File: src/rtl/uart_pkg.sv
// Shared UART definitions: frame width, transmitter states, line levels and parity helper.
package uart_pkg;

  localparam int DATA_BITS = 8;

  typedef enum logic [2:0] {
    GUARD  = 3'd0,
    IDLE   = 3'd1,
    START  = 3'd2,
    DATA   = 3'd3,
    PARITY = 3'd4,
    STOP   = 3'd5
  } state_e;

  localparam logic LINE_IDLE = 1'b1;
  localparam logic START_LVL = 1'b0;

  // Even parity: XOR over data plus this bit is zero.
  function automatic logic even_par(input logic [DATA_BITS-1:0] b);
    return ^b;
  endfunction

endpackage

File: src/rtl/uart_baud_tick.sv
// Bit-time generator: counts 0..CLKS_PER_BIT-1 and flags the terminal count.
module uart_baud_tick #(
  parameter int CLKS_PER_BIT = 1
) (
  input  logic clk,
  input  logic RST_n,
  input  logic clear,
  output logic bit_done
);

  localparam int CW = (CLKS_PER_BIT > 1) ? $clog2(CLKS_PER_BIT) : 1;
  localparam logic [CW-1:0] TERM = CW'(CLKS_PER_BIT - 1);

  logic [CW-1:0] cnt_r;

  // Free-running bit counter, held at zero while cleared.
  always_ff @(posedge clk or negedge RST_n) begin
    if (!RST_n) begin
      cnt_r <= {CW{1'b0}};
    end else if (clear || (cnt_r == TERM)) begin
      cnt_r <= {CW{1'b0}};
    end else begin
      cnt_r <= cnt_r + CW'(1);
    end
  end

  assign bit_done = (cnt_r == TERM);

endmodule

File: src/rtl/uart_tx_framer.sv
// UART transmitter: start, 8 data bits LSB-first, even parity, stop bit(s), then an idle-high guard.
module uart_tx_framer
  import uart_pkg::*;
#(
  parameter int CLKS_PER_BIT  = 1,
  parameter int STOP_BITS     = 1,
  parameter int MIN_IDLE_BITS = 2
) (
  input  logic                 CLOCK_125_p,
  input  logic                 RST_n,
  input  logic [DATA_BITS-1:0] tx_data,
  input  logic                 tx_valid,
  output logic                 tx_ready,
  output logic                 Tx,
  output logic                 busy
);

  localparam int GW = (MIN_IDLE_BITS < 2) ? 1 : $clog2(MIN_IDLE_BITS + 1);

  state_e               state_r;
  logic [GW-1:0]        guard_cnt_r;
  logic [2:0]           bit_idx_r;
  logic                 stop_cnt_r;
  logic [DATA_BITS-1:0] shift_r;
  logic                 parity_r;
  logic                 tx_r;
  logic                 tx_ready_r;
  logic                 busy_r;
  logic                 bit_done_s;
  logic                 clear_s;

  assign clear_s = (state_r == IDLE);

  uart_baud_tick #(.CLKS_PER_BIT(CLKS_PER_BIT)) u_baud (
    .clk      (CLOCK_125_p),
    .RST_n    (RST_n),
    .clear    (clear_s),
    .bit_done (bit_done_s)
  );

  // Frame FSM; Tx/tx_ready/busy are loaded with the value of the state being entered.
  always_ff @(posedge CLOCK_125_p or negedge RST_n) begin
    if (!RST_n) begin
      state_r     <= GUARD;
      guard_cnt_r <= GW'(MIN_IDLE_BITS);
      bit_idx_r   <= 3'd0;
      stop_cnt_r  <= 1'b0;
      shift_r     <= {DATA_BITS{1'b0}};
      parity_r    <= 1'b0;
      tx_r        <= LINE_IDLE;
      tx_ready_r  <= 1'b0;
      busy_r      <= 1'b1;
    end else begin
      case (state_r)
        GUARD: begin
          if ((MIN_IDLE_BITS == 0) || (bit_done_s && (guard_cnt_r == GW'(1)))) begin
            state_r    <= IDLE;
            tx_ready_r <= 1'b1;
            busy_r     <= 1'b0;
          end else if (bit_done_s) begin
            guard_cnt_r <= guard_cnt_r - GW'(1);
          end
          tx_r <= LINE_IDLE;
        end
        IDLE: begin
          if (tx_valid && tx_ready_r) begin
            shift_r    <= tx_data;
            parity_r   <= even_par(tx_data);
            state_r    <= START;
            tx_r       <= START_LVL;
            tx_ready_r <= 1'b0;
            busy_r     <= 1'b1;
          end
        end
        START: begin
          if (bit_done_s) begin
            state_r   <= DATA;
            bit_idx_r <= 3'd0;
            tx_r      <= shift_r[0];
          end
        end
        DATA: begin
          if (bit_done_s) begin
            if (bit_idx_r == 3'(DATA_BITS - 1)) begin
              state_r <= PARITY;
              tx_r    <= parity_r;
            end else begin
              bit_idx_r <= bit_idx_r + 3'd1;
              shift_r   <= {1'b0, shift_r[DATA_BITS-1:1]};
              tx_r      <= shift_r[1];
            end
          end
        end
        PARITY: begin
          if (bit_done_s) begin
            state_r    <= STOP;
            stop_cnt_r <= 1'b0;
            tx_r       <= LINE_IDLE;
          end
        end
        STOP: begin
          if (bit_done_s) begin
            if (stop_cnt_r == 1'(STOP_BITS - 1)) begin
              if (MIN_IDLE_BITS == 0) begin
                state_r    <= IDLE;
                tx_ready_r <= 1'b1;
                busy_r     <= 1'b0;
              end else begin
                state_r     <= GUARD;
                guard_cnt_r <= GW'(MIN_IDLE_BITS);
              end
            end else begin
              stop_cnt_r <= 1'b1;
            end
          end
        end
        default: begin
          state_r     <= GUARD;
          guard_cnt_r <= GW'(MIN_IDLE_BITS);
          tx_r        <= LINE_IDLE;
          tx_ready_r  <= 1'b0;
          busy_r      <= 1'b1;
        end
      endcase
    end
  end

  assign Tx       = tx_r;
  assign tx_ready = tx_ready_r;
  assign busy     = busy_r;

endmodule

File: config.mk
export PLATFORM = sky130hd
export DESIGN_NAME = uart_tx_framer
export DESIGN_NICKNAME = d
export VERILOG_FILES = /design/src/rtl/uart_pkg.sv /design/src/rtl/uart_baud_tick.sv /design/src/rtl/uart_tx_framer.sv
export SDC_FILE = /design/constraint.sdc
export NUM_CORES = 1
export LEC_CHECK = 0
export ABC_CLOCK_PERIOD_IN_PS = 3100
export CAP_MARGIN = 10
export CORE_ASPECT_RATIO = 1.25
export CORE_MARGIN = 2
export CORE_UTILIZATION = 47
export CTS_CLUSTER_DIAMETER = 30
export DETAILED_ROUTE_END_ITERATION = 12
export PLACE_DENSITY = 0.68
export SETUP_SLACK_MARGIN = 0.02
export SLEW_MARGIN = 10
export SYNTH_ARGS = -nofsm -noshare
export SYNTH_HDL_FRONTEND = slang
export SYNTH_HIERARCHICAL = 1
export SYNTH_SLANG_ARGS = --single-unit
File: constraint.sdc
create_clock -name CLOCK_125_p -period 3.1 [get_ports CLOCK_125_p]
set_input_delay 0.31 -clock CLOCK_125_p [delete_from_list [all_inputs] [get_ports CLOCK_125_p]]
set_output_delay 0.31 -clock CLOCK_125_p [all_outputs]
set_load 0.01 [all_outputs]
==> results of run 1 <==
## layout by cell type (no fill, tap or decap), types with 3 or more instances in the layout
| master | instances |
|---|---|
| dfrtp_1 | 18 |
| clkdlybuf4s50_1 | 13 |
| o22ai_1 | 8 |
| nand2_1 | 8 |
| a2bb2oi_1 | 7 |
| o21ai_0 | 7 |
| xnor2_1 | 7 |
| inv_1 | 5 |
| ha_1 | 5 |
| nor2_1 | 4 |
| dfstp_2 | 3 |
| nand3_1 | 3 |
| nor3_1 | 3 |
| a21oi_1 | 3 |
| clkbuf_4 | 3 |
## metal layers
layer / vias up / wire length, µm / share of wire / GRT usage
li1: 468 / - / - / -
met1: 463 / 1120 / 0.48 / 0.217
met2: 28 / 1100 / 0.47 / 0.320
met3: 2 / 105 / 0.045 / 0.0243
met4: 0 / 19 / 0.0081 / 0.0714
met5: - / 0 / 0 / 0
## tightest hold or removal path: cells and delay by family (launching register included)
family | cells | cell delay [ps]
simple gates | 2 | 100
flops | 1 | 390
## registers in the layout (all words and copies together) (netlist names)
name,flops
parity_r,1
tx_ready,1
guard_cnt_r,2
shift_r,8
busy,1
Tx,1
bit_idx_r,3
u_baud/cnt_r,1
state_r,3
## kinds of logic (layout without fill, tap and decap cells)
family	after synthesis	count (layout)	share of synthesized area
fa+ha+maj	5	5	0.0504
compound gates	41	41	0.249
buf+inv	13	25	0.0544
flops	21	21	0.426
xor+xnor	7	7	0.0493
simple gates	32	32	0.142
mux	3	3	0.0262
other cells	1	1	0.00302
## cell type report
| class | count | share of cell area |
|---|---|---|
| Timing Repair Buffer | 13 | 0.0926 |
| Inverter | 8 | 0.0223 |
| Clock inverter | 1 | 0.00356 |
| Clock buffer | 3 | 0.0160 |
| Tap cell | 33 | 0.0294 |
| Multi-Input combinational cell | 89 | 0.459 |
| Sequential cell | 21 | 0.377 |
## metrics by stage
step                area, µm²  instances  hold WS (ps)
finish                   1410        168           470
global route             1410        168           480
CTS                      1410        168           474
detailed placement       1380        164           454
global placement         1380        164           447
floorplan                1240        123          14.4
## power by group through the flow
stage	registers [mW]	logic, mW	clock network, mW
final	0.501	0.578	0.128
after global routing	0.519	0.648	0.146
after CTS	0.498	0.583	0.134
after detailed placement	0.503	0.583	0
after global placement	0.499	0.563	0
after floorplan	0.452	0.510	0
## worst max-delay path by stage
stage / end / slack [ps]
after CTS: shift_r[6] / 1320
after global routing: shift_r[5] / 1210
after global placement: Tx / 1400
final: shift_r[6] / 1320
after detailed placement: shift_r[6] / 1340
after floorplan: shift_r[1] / 1540
==> flow_summary.toml, run 1 <==
[synthesis]
ys_ff_latch = 21
yosysSeqAreaShare = 0.426
yosysTopAreaCellShare = 0.363
async_reset_ff_frac = 1.00
synth.most_common_cell = "dfrtp_1"
synth_cell_type_count = 48
ys_warn_count = 6
ys.flop_type = "dfrtp_1"
yosys-top-cells-area = "dfrtp_1 (36%), dfstp_2 (6.3%), ha_1 (5.0%)"
syn_area_um2 = 1240
synthCells = 123
synth_area_per_cell_um2 = 10.1
synth_edf_count = 0
synth_top_cell_by_area = "dfrtp_1"
syn-num-nets = 139
synth.cells.most_frequent = "dfrtp_1 (18), nand2_1 (8), o22ai_1 (8)"

[route]
dr.first_iter.drc_count = 25
drc_errors = 0
wire_per_inst_um = 14.0
via_count = 961
drtAntennaViolNets = 0
drt_first_pass_iters = 4
routed_via_density = 5.72
wl_um = 2340

[floorplanning]
initial_core_util = 0.502
row_count = 20
dieWidth_um = 50.0
die_area_um2 = 3070
fp.coreArea_um2 = 2480
io_pins = 14
die_h_um = 61.5

[place]
place_congestion = 0.809
dp_hpwl_um = 1760
dp_worst_setup_slack_ps = 1340
port_buffers = 13

[power]
finalPower_mw = 1.21
seqPwrFrac = 0.415
p_switching_mw = 0.469
internal-power_mw = 0.739
switching_share = 0.388
p_leak_nw = 0.601
clock_power_share = 0.106
p_per_area_nw_per_um2 = 860
pwr-share-comb = 0.479
peakVddDrop_uv = 415

[finish]
n_antenna_cell = 0
drive_above_1_share = 0.133
multi_input_area_um2 = 646
fillers = 218
syn_to_final_growth_pct = 13.1
seq_area_um2 = 529
finalNetCount = 152
utilization = 0.567

[run_status]
outcome = "finished clean"

[setup_path]
crit_path_start_kind = "flip-flop"
crit_start = "bit_idx_r[0]"
cpPeakStageDelay_ps = 420
crit_family = "compound AO/OA/AOI/OAI gates"
worstPathRequired_ps = 3330
critPathKind = "reg -> reg"
r2r_cells = 6
reg2reg_to = "shift_r[6]"
path_depth = 6
worst-path-buf-inv = 0
reg2reg_from = "bit_idx_r[0]"
crit_chain = "ha_1 -> ha_1 -> nand2b_1 -> a21oi_4 -> o21a_4 -> a2bb2oi_1"
cpMostUsedCell = "ha_1"
crit_path_end_kind = "flip-flop"
crit_slowest_cell = "dfrtp_1"
r2r_setup_slack_ps = 1320
path_max_fanout = 8
arrival_ps = 2010

[clocking]
cts.clk_slew.worst_paths_ps = 110
cts_tree = "done"
postCtsSetupBuffers = 0
clock_latency_ps = 300
cts.sinks = 21
cts_resized = 0
cts_max_path_buffers = 2
cts_buffers = 3
root_buffer = "clkbuf_4"
h-tree-depth = 1
cts_hold_buf = 0

[global_routing]
first_global_vias = 938
antenna_found_initial = 0
grt.total_usage = 0.178
grt_overflow = 0
grt_max_degree = 22
grt_pass1_wl_um = 4180

[sta]
final.min_clock_period_ps = 1780
fin_worst_skew_ps = 4.93
fin_crit_sh = 0.575
setup_violations = 0
hold_viol_final = 0
max_slew.worst_pin.slew_ps = 917
rsz0062_at_grt = "false"
slew_headroom = 0.387
slew_violations = 0
timing.setup.tns_ps = 0
fin_ws_ps = 1320
max_freq_ghz = 0.561

[hold_path]
hp-start = "busy"
holdPathStages = 2
hp-class = "reg -> reg"
hold_path_end = "busy"

[job]
cap_violations = 0
(Power assumes the default switching activity.)
==> inputs of run 2 (changes only) <==
ABC_CLOCK_PERIOD_IN_PS = 1400   (was 3100)
PLACE_DENSITY = 0.7   (was 0.68)
clock period = 1.4 ns   (was 3.1 ns; I/O delays follow)
==> flow_summary.toml, run 2 (synthesized netlist as in run 1, its figures left out) <==
[clocking]
clock_latency_ps = 310
cts_tree = "done"
cts.clk_slew.worst_paths_ps = 120
cts.sinks = 21
root_buffer = "clkbuf_4"
cts_max_path_buffers = 2
cts_buffers = 3
h-tree-depth = 1
cts_hold_buf = 0

[finish]
seq_area_um2 = 532
drive_above_1_share = 0.376
utilization = 0.684
final_common_cell = "buf_4"
syn_to_final_growth_pct = 36.4
largest_reg_flops = 8
multi_input_area_um2 = 772
largest-register = "shift_r"
layout_common_cells = "buf_4 (22), dfrtp_1 (16), clkdlybuf4s50_1 (10)"
finalNetCount = 174
top_regs = "shift_r: 8 flops, bit_idx_r: 3 flops, state_r: 3 flops"
n_antenna_cell = 0
fillers = 185
final_area_um2 = 1690

[floorplanning]
die_h_um = 61.5
row_count = 20
io_pins = 14
fp.coreArea_um2 = 2480
dieWidth_um = 50.0
initial_core_util = 0.502
die_area_um2 = 3070

[power]
peakVddDrop_uv = 1030
p_per_area_nw_per_um2 = 1920
p_leak_nw = 0.713

[place]
placedInstanceArea_um2 = 1570
place_congestion = 0.874
dp_hpwl_um = 2100
dp_worst_setup_slack_ps = -144
port_buffers = 13

[route]
routed_via_density = 5.47
drc_errors = 0
drt_first_pass_iters = 4
wire_per_inst_um = 14.6
via_count = 1039
wl_um = 2780
drtAntennaViolNets = 0
dr.first_iter.drc_count = 17

[setup_path]
worst-path-buf-inv = 2
worstPathRequired_ps = 1630
cpPeakStageDelay_ps = 550
crit_chain = "inv_2 -> ha_4 -> nor3_2 -> o21ai_1 -> a21oi_2 -> buf_4 -> mux2i_2"
crit_family = "flip-flops"
path_max_fanout = 2
arrival_ps = 1750
crit_path_end_kind = "flip-flop"
critPathKind = "reg -> reg"
crit_path_start_kind = "flip-flop"
crit_slowest_cell = "dfstp_2"

[global_routing]
grt_overflow = 0
grt_pass1_wl_um = 4860
antenna_found_initial = 0
grt_max_degree = 22
grt.total_usage = 0.208
first_global_vias = 1082

[run_status]
outcome = "complete, but fails checks"
violations = "setup timing"

[hold_path]
hp-class = "in -> async"

[job]
cap_violations = 0

[sta]
fin_crit_sh = 1.09
fin_ws_ps = -124
timing.setup.tns_ps = -1130
rsz0062_at_grt = "true"
final.min_clock_period_ps = 1520
fin_worst_skew_ps = 6.57
hold_viol_final = 0
slew_violations = 0
max_freq_ghz = 0.656
setup_violations = 15
-- run 2: through the flow --
step | cells | power (mW) | hold slack, ps
final | 190 | 3.25 | 161
after global routing | 190 | 3.48 | 171
after CTS | 190 | 3.22 | 182
after detailed placement | 184 | 2.75 | 464
after global placement | 184 | 2.67 | 447
after floorplan | 123 | 2.18 | -156
-- run 2: layout make-up --
class	count	share of cell area
clock buffer	4	0.0155
timing repair buffer	35	0.172
tap	33	0.0244
sequential	21	0.314
multi-input combinational	89	0.456
inverter	8	0.0185
-- run 2: path summary, 6_finish.rpt --
| path | startpoint | to | slack (ps) | depth (start not counted) |
|---|---|---|---|---|
| setup / recovery | guard_cnt_r[1] | guard_cnt_r[1] | -120 | 7 |
| hold / removal | RST_n | state_r[1] | 160 | 2 |
| setup reg to reg | guard_cnt_r[1] | guard_cnt_r[1] | -120 | 7 |
| hold reg to reg | busy | busy | 480 | 2 |
| max in group asynchronous | RST_n | guard_cnt_r[1] | 950 | 2 |
| min in group CLOCK_125_p | busy | busy | 480 | 2 |
-- run 2: metal layers --
metal | GRT usage | part of all wire
met1 | 0.239 | 0.43
met2 | 0.406 | 0.54
met5 | 0 | 0
met3 | 0.0218 | 0.026
met4 | 0.0675 | 0.0083
-- run 2: report_power, final --
part	switching, mW	leakage, nW	internal (mW)
sequential	0.220	0.250	0.870
clock	0.193	0.0150	0.111
combinational	0.837	0.449	1.02
total	1.25	0.713	2.00
-- run 2: repair_timing --
action | CTS | global route
buffers inserted | 2 | 0
setup endpoints to repair | 22 | 20
gates resized for setup | 17 | 7
pin swaps | 8 | 6
